--- config.mk ---
export PLATFORM = sky130hd
export DESIGN_NAME = systolic_ctrl
export DESIGN_NICKNAME = d
export VERILOG_FILES = /design/src/rtl/systolic_pkg.sv /design/src/rtl/skew_gen.sv /design/src/rtl/systolic_ctrl.sv
export SDC_FILE = /design/constraint.sdc
export NUM_CORES = 1
export LEC_CHECK = 0
export BUFFER_PORTS_ARGS = -buffer_cell sky130_fd_sc_hd__buf_2
export CORE_MARGIN = 3
export CORE_UTILIZATION = 55
export DETAILED_ROUTE_END_ITERATION = 12
export PLACE_DENSITY = 0.83
export SLEW_MARGIN = 30
export SYNTH_ARGS = -nofsm -noshare
export SYNTH_HDL_FRONTEND = slang
export SYNTH_SLANG_ARGS = --single-unit
--- constraint.sdc ---
create_clock -name clk -period 8.3 [get_ports clk]
set_clock_uncertainty 0.05 [all_clocks]
set_input_delay 1.66 -clock clk [delete_from_list [all_inputs] [get_ports clk]]
set_output_delay 1.66 -clock clk [all_outputs]
set_load 0.01 [all_outputs]
--- src/rtl/systolic_pkg.sv ---
// Shared types and helpers for the systolic array sequencer.
package systolic_pkg;

   typedef enum logic [2:0] {
      IDLE,
      CLEAR,
      FEED,
      SETTLE,
      READ,
      FIN
   } ctrl_state_t;

   localparam int N_DEF     = 4;
   localparam int MAX_K_DEF = 64;

   // Cycles needed to push K operands through the skewed N x N wavefront.
   function automatic int feed_len(input int k, input int n);
      return k + 2 * n - 2;
   endfunction

endpackage

--- src/rtl/skew_gen.sv ---
// Per-lane skewed read enable/address generator: lane i reads element t-i while i <= t < i+K.
module skew_gen #(
   parameter  int N  = 4,
   parameter  int KW = 7,
   localparam int TW = KW + $clog2(2 * N)
) (
   input  logic [TW-1:0]   t,
   input  logic [KW-1:0]   k_r,
   input  logic            active,
   output logic [N-1:0]    en,
   output logic [N*KW-1:0] addr
);

   for (genvar i = 0; i < N; i++) begin : g_lane
      logic [TW-1:0] lo;
      logic [TW-1:0] hi;
      logic [TW-1:0] off;

      assign lo  = TW'(i);
      assign hi  = lo + TW'(k_r);
      assign off = t - lo;

      // Disabled lanes present address 0 so the buffer sees a quiet bus.
      assign en[i]              = active && (t >= lo) && (t < hi);
      assign addr[i*KW +: KW]   = en[i] ? off[KW-1:0] : '0;
   end

endmodule

--- src/rtl/systolic_ctrl.sv ---
// Job sequencer for an output-stationary N x N systolic MAC array:
// clear, skewed operand feed, pipeline drain, then row-by-row result readout.
module systolic_ctrl
   import systolic_pkg::*;
#(
   parameter  int N        = N_DEF,
   parameter  int MAX_K    = MAX_K_DEF,
   parameter  int PIPE_LAT = 2,
   parameter  int KW       = $clog2(MAX_K + 1),
   localparam int TW       = KW + $clog2(2 * N),
   localparam int SW       = $clog2(PIPE_LAT + 1),
   localparam int RW       = $clog2(N)
) (
   input  logic            clk,
   input  logic            rst,
   input  logic            start,
   input  logic [KW-1:0]   k_len,
   output logic            busy,
   output logic            done,
   output logic            array_clr,
   output logic [N-1:0]    a_rd_en,
   output logic [N*KW-1:0] a_rd_addr,
   output logic [N-1:0]    b_rd_en,
   output logic [N*KW-1:0] b_rd_addr,
   output logic            res_valid,
   input  logic            res_ready,
   output logic [RW-1:0]   res_row
);

   ctrl_state_t   state;
   ctrl_state_t   state_next;
   logic [KW-1:0] k_r;
   logic [TW-1:0] t;
   logic [SW-1:0] settle_cnt;
   logic [RW-1:0] row;
   logic [TW-1:0] last_t;
   logic          feed_active;

   assign last_t      = TW'(feed_len(int'(k_r), N) - 1);
   assign feed_active = (state == FEED);

   // NOTE: sequential state uses non-blocking assignments only, so every
   // register samples the values from before this edge.
   always_ff @(posedge clk) begin
      if (rst) begin
         state      <= IDLE;
         k_r        <= '0;
         t          <= '0;
         settle_cnt <= '0;
         row        <= '0;
      end else begin
         state <= state_next;
         unique case (state)
            IDLE: begin
               if (start) k_r <= k_len;
               t          <= '0;
               settle_cnt <= '0;
               row        <= '0;
            end
            FEED:    t <= (t == last_t) ? '0 : t + 1'b1;
            SETTLE:  settle_cnt <= settle_cnt + 1'b1;
            READ:    if (res_ready) row <= row + 1'b1;
            default: ;
         endcase
      end
   end

   // NOTE: every signal gets a default before the case so no path leaves it
   // unassigned, which would infer a latch.
   always_comb begin
      state_next = state;
      busy       = 1'b0;
      done       = 1'b0;
      array_clr  = 1'b0;
      res_valid  = 1'b0;
      res_row    = '0;
      unique case (state)
         IDLE: if (start) state_next = CLEAR;
         CLEAR: begin
            busy       = 1'b1;
            array_clr  = 1'b1;
            state_next = (k_r != '0) ? FEED : SETTLE;
         end
         FEED: begin
            busy = 1'b1;
            if (t == last_t) state_next = SETTLE;
         end
         SETTLE: begin
            busy = 1'b1;
            if (settle_cnt == SW'(PIPE_LAT - 1)) state_next = READ;
         end
         READ: begin
            busy      = 1'b1;
            res_valid = 1'b1;
            res_row   = row;
            if (res_ready && row == RW'(N - 1)) state_next = FIN;
         end
         FIN: begin
            done       = 1'b1;
            state_next = IDLE;
         end
         default: state_next = IDLE;
      endcase
   end

   // Rows (A) and columns (B) share the same skew rule.
   skew_gen #(.N(N), .KW(KW)) u_skew_a (
      .t      (t),
      .k_r    (k_r),
      .active (feed_active),
      .en     (a_rd_en),
      .addr   (a_rd_addr)
   );

   skew_gen #(.N(N), .KW(KW)) u_skew_b (
      .t      (t),
      .k_r    (k_r),
      .active (feed_active),
      .en     (b_rd_en),
      .addr   (b_rd_addr)
   );

endmodule

== Yosys cells after proc, flatten, opt, wreduce, memory -nomap -nowiden ==
Index checks and enable logic that the tools add are counted.

* Register bits: 24
* Input port bits: 11
* Output and inout port bits: 70
* Logic and storage cells: 76

* Add/subtract/negate cells: 12
* Magnitude comparators: 8
* Equal/unequal tests: 13
* Mux-type cells: 20
* Reductions and logical operators: 18

{| class="wikitable"
|+ Operators with widths
! kind !! count
|-
| 10-bit by 8-bit < comparator with 1-bit output || 3
|-
| 7-bit 2-to-1 mux || 4
|-
| 10-bit by 1-bit greater-or-equal comparator with 1-bit output (second input constant) || 2
|-
| 10-bit by 2-bit greater-or-equal comparator with 1-bit output (second input constant) || 2
|-
| 10-bit one-hot mux with 2 select lines || 1
|-
| 2-bit by 7-bit adder with 8-bit output (first input constant) || 2
|-
| 3-bit one-hot mux with 5 select lines || 1
|-
| 7-bit by 2-bit subtractor with 7-bit output (second input constant) || 2
|-
| 3-bit 2-to-1 mux || 4
|-
| 10-bit by 1-bit adder with 10-bit output (second input constant) || 1
|-
| 10-bit equality test || 1
|-
| 10-bit by 7-bit < comparator with 1-bit output || 1
|-
| 10-bit 2-to-1 mux || 1
|-
| 2-bit != test (second input constant) || 5
|-
| 9-bit by 2-bit subtractor with 10-bit output (second input constant) || 1
|-
| 1-bit logical AND || 9
|-
| 8-bit by 2-bit subtractor with 9-bit output (second input constant) || 1
|-
| 1-bit by 7-bit adder with 8-bit output (first input constant) || 1
|-
| 7-bit by 4-bit adder with 8-bit output (second input constant) || 1
|-
| 2-bit one-hot mux with 2 select lines || 2
|-
| 7-bit nonzero test || 1
|-
| 7-bit by 1-bit subtractor with 7-bit output (second input constant) || 1
|-
| 3-bit by 2-bit equality test with 1-bit output (second input constant) || 2
|-
| 3-bit equality test (second input constant) || 2
|-
| other kinds (11) || 20
|}

== Logic depth before layout (Yosys ltp) ==
Gate-level depths: netlist of run 1.

* Depth in word-level cells: 6
* Depth in mapped cells: 12

== Hierarchy ==
Synthesis of run 1 repeated with hierarchy kept, for this count alone.

* Cells, all modules: 622
* Area, all modules: 4764.6 sq um

{| class="wikitable"
|+ Modules (own cells, without submodules)
! module !! instances !! cells an instance !! area an instance (sq um) !! seq. area each (sq um)
|-
| systolic_ctrl || 1 || 234 || 1888.1 || 480.5
|-
| skew_gen (u_skew_b) || 1 || 195 || 1442.6 || 0.0
|-
| skew_gen (u_skew_a) || 1 || 193 || 1433.9 || 0.0
|}

== Worst setup path before layout of run 1 ==
OpenSTA, ideal clock, no wires.

* Path type: flip-flop to output port
* Start: register k_r[1]
* End: output port b_rd_addr[10]
* Arrival: 2.692 ns
* Data required time: 6.590 ns
* Slack: 3.898 ns
* Cell stages (with the launch flop): 13
* Path through: dfxtp_1 > inv_1 > ha_1 > inv_1 > ha_1 > nor2b_1 > o21a_1 > o21a_1 > o21a_1 > o21ai_0 > a21oi_1 > nor3_1 > buf_4

* Longest elaborated chain between the ends: 4

{| class="wikitable"
|+ Ends and longest elaborated chain
! item !! RTL line !! RTL
|-
| from (decl) || systolic_ctrl.sv:32 || <nowiki>logic [KW-1:0] k_r;</nowiki>
|-
| from (signal assigned) || systolic_ctrl.sv:55 || <nowiki>if (start) k_r <= k_len;</nowiki>
|-
| 1-bit by 7-bit adder with 8-bit output || n/a ||
|-
| 10-bit by 8-bit < comparator with 1-bit output || n/a ||
|-
| 1-bit logical AND || n/a ||
|-
| 7-bit 2-to-1 mux || n/a ||
|-
| to (decl) || systolic_ctrl.sv:24 || <nowiki>output logic [N*KW-1:0] b_rd_addr,</nowiki>
|}

Every way passes these cells.

== Worst setup path in the final report of run 1 ==
* Start: register k_r[1]
* End: output port b_rd_addr[11]

* Longest elaborated chain between the ends: 4

{| class="wikitable"
|+ Ends and longest elaborated chain
! item !! RTL line !! RTL
|-
| 1-bit by 7-bit adder with 8-bit output || skew_gen.sv:20 || <nowiki>assign hi = lo + TW'(k_r);</nowiki>
|-
| 10-bit by 8-bit < comparator with 1-bit output || skew_gen.sv:24 || <nowiki>assign en[i] = active && (t >= lo) && (t < hi);</nowiki>
|-
| 1-bit logical AND || skew_gen.sv:24 ||
|-
| 7-bit 2-to-1 mux || skew_gen.sv:25 || <nowiki>assign addr[i*KW +: KW] = en[i] ? off[KW-1:0] : '0;</nowiki>
|}

Every way passes these cells.

==> reports/metrics.csv, run 1 <==
metric,value,unit
drc,0,
start_util,59.0,%
final_nets,518,
synth_cells,431,
synthAdderAreaFrac,17.1,%
place_hpwl,6.44,mm
crit_path_start,k_r[1],
finalHoldViolCount,0,
status,"finished, final reports clean",
cts_setup_buffers,0,
path_class,reg2out,
power_frac_seq,34.4,%
clkSlewWorstSetupHoldPaths,0.10,ns
rsz0062_at_grt,no,
io_buffers,80,
htreeDepth,1,
critPathMostFrequentCell,o21a_1,
vias,3137,
worstReg2RegEnd,t[3],
syn_to_final_growth,5.53,%
r2r_slack,5.12,ns
clock_latency,0.27,ns
die_h,84.3,um
cap_violations,0,
p_per_area,121,nW/um^2
clockRootBuffer,clkbuf_8,
grt_max_degree,22,
yosys_warnings,0,
coreArea,5710,sq um
fin_cells,532,
p_leak,1.67,nW
fp.dieArea,7100,sq um
combPwrFrac,41.4,%
antenna_cells,0,
antenna_found_initial,0,
net-switching-power,0.165,mW
dp.cells,528,
synth.area.mux_share,2.71,%
max_slew_margin,41.0,%
synth_xor_area_share,11.4,%
holdWs,0.448,ns
crit_end,b_rd_addr[11],
start_kind,flop,
synth-seq-area-share,14.3,%
antenna_left,0,
synth_top_cells_by_count,"ha_1, nor2_1, xnor2_1",
worst_slew_pin_slew,0.872,ns
setup_tns,0,ns
synth-edff-count,0,
ir_drop,0.127,mV
worst-path-max-fanout,9,
async_reset_ff_share,0,%
synthFlopType,dfxtp_1,
period_share,58.3,%
drt_pass1_iterations,5,
finalSetupViolations,0,
critPathSlowestCell,dfxtp_1,
drive_above_1_share,22.6,%
synthSimpleGateAreaFrac,23.6,%
grt.total_usage,22.8,%
critPathRequiredTime,6.59,ns
synthTopCellsByArea,"ha_1, dfxtp_1, xnor2_1",
slew_viol_final,0,
path_cells,"inv_1, ha_1, inv_1, ha_1, nor2b_1, o21a_1, o21a_1, o21a_1, o21ai_0, a21oi_1, nor3_1, buf_2",
synth_cell_types,64,
routabilityCongestion,0.894,
syn-num-nets,488,
numCtsBuffers,3,
first_global_vias,2880,
rows,27,
routed_wl,8.34,mm
synth_top_family_by_area,simple AND/OR/NAND/NOR gates,
ff2ff_path_depth,9,
die_x,84.3,um
synth_top_area_cell,ha_1,
clk_path_buf_depth,2,
postCtsHoldBufs,0,
min_period,4.84,ns
syn_area,3370,sq um
ys_seq_elements,24,
nFillCells,506,
crit_arrival,3.13,ns
yosysMostFrequentCell,ha_1,
cts_sinks,24,
worst_setup_path_end_kind,output pin,
internal-power,0.264,mW
synth_compound_area_share,16.5,%
swShare,38.4,%
cts-resized-gates,0,
avgSynthCellArea,7.82,sq um
grt_pass1_wl,13.7,mm
wl_per_cell,15.7,um
timing.fmax,206,MHz
cp_slowest_stage_delay,0.55,ns
r2r_start,k_r[2],
grt_remaining_overflow,0,
via_per_inst,5.90,
yosysTopAreaCellShare,17.1,%
cts_tree,done,
holdCritPathClass,reg2reg,
pin_count,81,
first_iter_violations,198,
clockPowerShare,24.2,%
-- area by class of cell --
type,instances,area (sq um),area share (%)
multi-input cells,327,2400,67.6
flip-flops and latches,24,480,13.5
repair buffers,81,408,11.5
inverters,24,104,2.92
well taps,72,90.1,2.53
clock buffers,3,41.3,1.16
clock inverters,1,30.0,0.844
-- stage by stage --
stage | power (mW) | util [%] | worst slack [ns] | instance area, sq um
floorplan | 0.292 | - | 3.90 | 3370
global placement | 0.318 | 61.1 | 3.81 | 3490
detailed placement | 0.326 | 61.1 | 3.77 | 3490
CTS | 0.430 | 62.3 | 3.46 | 3560
global route | 0.458 | 62.3 | 3.21 | 3560
finish | 0.429 | 62.3 | 3.46 | 3560
-- metal layers --
metal	wire length, um	GRT usage [%]
met3	659	3.04
met5	0	0
met2	3920	39.5
met1	3610	29.6
met4	159	6.29
-- layout by cell type, fill, tap and decap left out, types with 11 or more instances in the layout --
| cell | n |
|---|---|
| nand2_1 | 30 |
| a21oi_1 | 15 |
| nand3_1 | 13 |
| nor2_1 | 38 |
| xnor2_1 | 34 |
| ha_1 | 46 |
| inv_1 | 22 |
| dfxtp_1 | 24 |
| o21a_1 | 11 |
| nor3_1 | 25 |
| buf_2 | 80 |
-- how the worst min path moves through the flow --
stage / slack [ns] / depth (start not counted) / from / endpoint
floorplan: 0.40 / 2 / settle_cnt[1] / settle_cnt[1]
global placement: 0.42 / 2 / settle_cnt[1] / settle_cnt[1]
detailed placement: 0.43 / 2 / settle_cnt[1] / settle_cnt[1]
CTS: 0.45 / 2 / settle_cnt[1] / settle_cnt[1]
global route: 0.49 / 2 / settle_cnt[1] / settle_cnt[1]
finish: 0.45 / 2 / settle_cnt[1] / settle_cnt[1]
-- power groups by stage --
stage | Sequential [mW] | Clock, mW | Combinational, mW
after floorplan | 0.131 | 0 | 0.161
after global placement | 0.148 | 0 | 0.170
after detailed placement | 0.150 | 0 | 0.176
after CTS | 0.147 | 0.105 | 0.177
after global routing | 0.150 | 0.111 | 0.196
final | 0.148 | 0.104 | 0.178
-- sequential cells by signal, summed over array words and instances, names as in the netlist --
signal and count:
k_r 7, row 2, settle_cnt 2, state 3
t 10
-- kinds of logic after synthesis --
logic type      count (synthesis)
compound gates                 76
xor+xnor                       43
fa+ha+maj                      46
buf+inv                        80
flops                          24
mux                             9
simple gates                  153
-- worst max-delay path: cells and delay by family (launching register included) --
| kind | cells | cell delay (ns) |
|---|---|---|
| compound gates | 5 | 0.85 |
| fa+ha+maj | 2 | 0.62 |
| flops | 1 | 0.55 |
| buf+inv | 3 | 0.42 |
| simple gates | 2 | 0.42 |
No activity file was read; power rests on OpenSTA's default activity.
==> inputs of run 2 (changes only) <==
CORE_UTILIZATION = 50   (was 55)
PLACE_DENSITY = 0.79   (was 0.83)
clock period = 3.9 ns   (was 8.3 ns; I/O delays follow)
==> run 2 against run 1 <==
Effect of this change:
- sequential cell count is the same
- combinational power up 130%
- sequential share of layout area is 0.29 points lower
- cell area is 3.5% higher
- setup slack got worse by 3.3 ns
- first-iteration DRC count down 12%
- worst hold slack got worse by 0.0090 ns
- critical path type unchanged
- sequential power rose by 100%
- total power rose by 120%
- critical path depth is the same
- utilization is 5.3 points lower
- cell count is 3.0% higher
==> reports/metrics.csv, run 2 (synthesis gave the netlist of run 1 again) <==
metric,value,unit,change
status,"finished, final reports clean",,
syn_to_final_growth,9.24,%,
cts_setup_buffers,0,,unchanged
drive_above_1_share,26.3,%,+3.7 points
finalHoldViolCount,0,,unchanged
worst_slew_pin_slew,0.691,ns,-0.180 ns
io_buffers,80,,unchanged
power_frac_seq,32.3,%,-2.1 points
crit_arrival,2.90,ns,-0.23 ns
net-switching-power,0.356,mW,+120%
path_buf_inv,3,,unchanged
antenna_cells,0,,unchanged
cpLargestDelayFamily,compound AO/OA/AOI/OAI gates,,
slew_viol_final,0,,unchanged
clkSlewWorstSetupHoldPaths,0.09,ns,about the same
path_cells,"inv_1, ha_1, inv_1, ha_1, nor2b_1, o21a_1, o21a_1, o21a_1, o21ai_0, a21oi_2, nor3_1, buf_2",,
pin_count,81,,unchanged
start_kind,flop,,
critPathMostFrequentCell,o21a_1,,
fin_cells,548,,+3.0%
holdCritPathClass,reg2reg,,
numCtsBuffers,3,,unchanged
total_power,0.932,mW,+120%
top_regs,"t (10), k_r (7), state (3)",,
final_common_cell,buf_2,,
post-route-cell-area,3680,sq um,+3.5%
cts_tree,done,,
worst_setup_path_end_kind,output pin,,
first_iter_violations,175,,-12%
routabilityCongestion,0.970,,+8.5%
cp_slowest_stage_delay,0.40,ns,-0.15 ns
largest_reg_flops,10,,unchanged
grt_remaining_overflow,0,,unchanged
first_global_vias,2867,,-0.45%
period_share,95.6,%,
cts-resized-gates,1,,+1
clk_path_buf_depth,2,,unchanged
top_register,t,,
cap_violations,0,,unchanged
via_per_inst,5.64,,-4.4%
rows,29,,+7.4%
max_slew_margin,53.9,%,+13 points
place_area,3570,sq um,+2.5%
min_period,3.73,ns,
antenna_found_initial,0,,unchanged
p_leak,1.73,nW,+3.7%
dp.cells,544,,+3.0%
final_nets,529,,+2.1%
die_h,88.1,um,+4.5%
clockRootBuffer,clkbuf_8,,
timing.fmax,268,MHz,
vias,3089,,-1.5%
critPathSlowestCell,dfxtp_2,,
grt_max_degree,22,,unchanged
cts_sinks,24,,unchanged
path_class,reg2out,,
worst-path-max-fanout,8,,-1
final_cell_mix,"buf_2, ha_1, nor2_1",,
internal-power,0.576,mW,+120%
clockPowerShare,23.8,%,-0.4 points
grt.total_usage,21.4,%,-1.4 points
critPathRequiredTime,3.07,ns,-3.52 ns
htreeDepth,1,,unchanged
p_per_area,253,nW/um^2,+110%
start_util,52.2,%,-6.9 points
drt_pass1_iterations,4,,-1
ir_drop,0.204,mV,+60%
place_hpwl,6.55,mm,+1.7%
postCtsHoldBufs,0,,unchanged
clock_latency,0.27,ns,about the same
swShare,38.2,%,-0.24 points
drc,0,,unchanged
coreArea,6460,sq um,+13%
grt_pass1_wl,13.5,mm,-1.9%
wl_per_cell,15.4,um,-1.9%
finalSetupViolations,0,,unchanged
antenna_left,0,,unchanged
routed_wl,8.43,mm,+1.0%
die_x,88.1,um,+4.5%
fp.dieArea,7760,sq um,+9.3%
combPwrFrac,43.9,%,+2.5 points
-- run 2: cell types whose count changed in the layout (fill, tap and decap cells not counted), sizes merged --
cell  change
buf      +11
-- run 2: final cells by class --
type	instances	area, sq um
timing repair buffer	92	490
sequential	24	487
clock buffer	3	41.3
clock inverter	1	30.0
tap	77	96.3
fill	602	2780
multi-input combinational	327	2430
inverter	24	104
-- run 2: worst min-delay path, cell delays in order, from the launching register on --
cell     delay [ns]
dfxtp_1        0.32
o21ai_0        0.07
a21oi_1        0.06
-- run 2: routing by layer --
metal	up-vias	global-route usage [%]	routed length, um
met2	108	36.5	3910
met3	12	1.41	449
met5	-	0	0
met1	1418	29.3	3920
met4	0	5.63	152
li1	1551	-	-
-- run 2: worst paths after layout --
kind                                     from            end  slack (ns)  cells after the start
worst min register to register  settle_cnt[1]  settle_cnt[1]        0.44                      2
worst min-delay path            settle_cnt[1]  settle_cnt[1]        0.44                      2
worst max-delay path                   k_r[1]   b_rd_addr[8]        0.17                     12
worst max register to register         k_r[2]           t[4]        0.86                      9
-- run 2: power by group through the flow --
stage	sequential (mW)	combinational, mW	clock [mW]
3_5_place_dp	0.305	0.398	0
4_1_cts	0.300	0.402	0.228
3_3_place_gp	0.303	0.389	0
2_1_floorplan	0.278	0.343	0
6_report	0.301	0.409	0.222
5_1_grt	0.306	0.450	0.234
-- run 2: per-stage QoR --
stage | utilization (%) | setup TNS, ns | setup WS [ns] | hold WS (ns)
2_1_floorplan | - | 0 | 0.378 | 0.404
3_3_place_gp | 55.3 | 0 | 0.329 | 0.413
3_5_place_dp | 55.3 | 0 | 0.297 | 0.434
4_1_cts | 56.5 | 0 | 0.0133 | 0.447
5_1_grt | 57.0 | -0.121 | -0.0380 | 0.485
6_report | 57.0 | 0 | 0.173 | 0.439
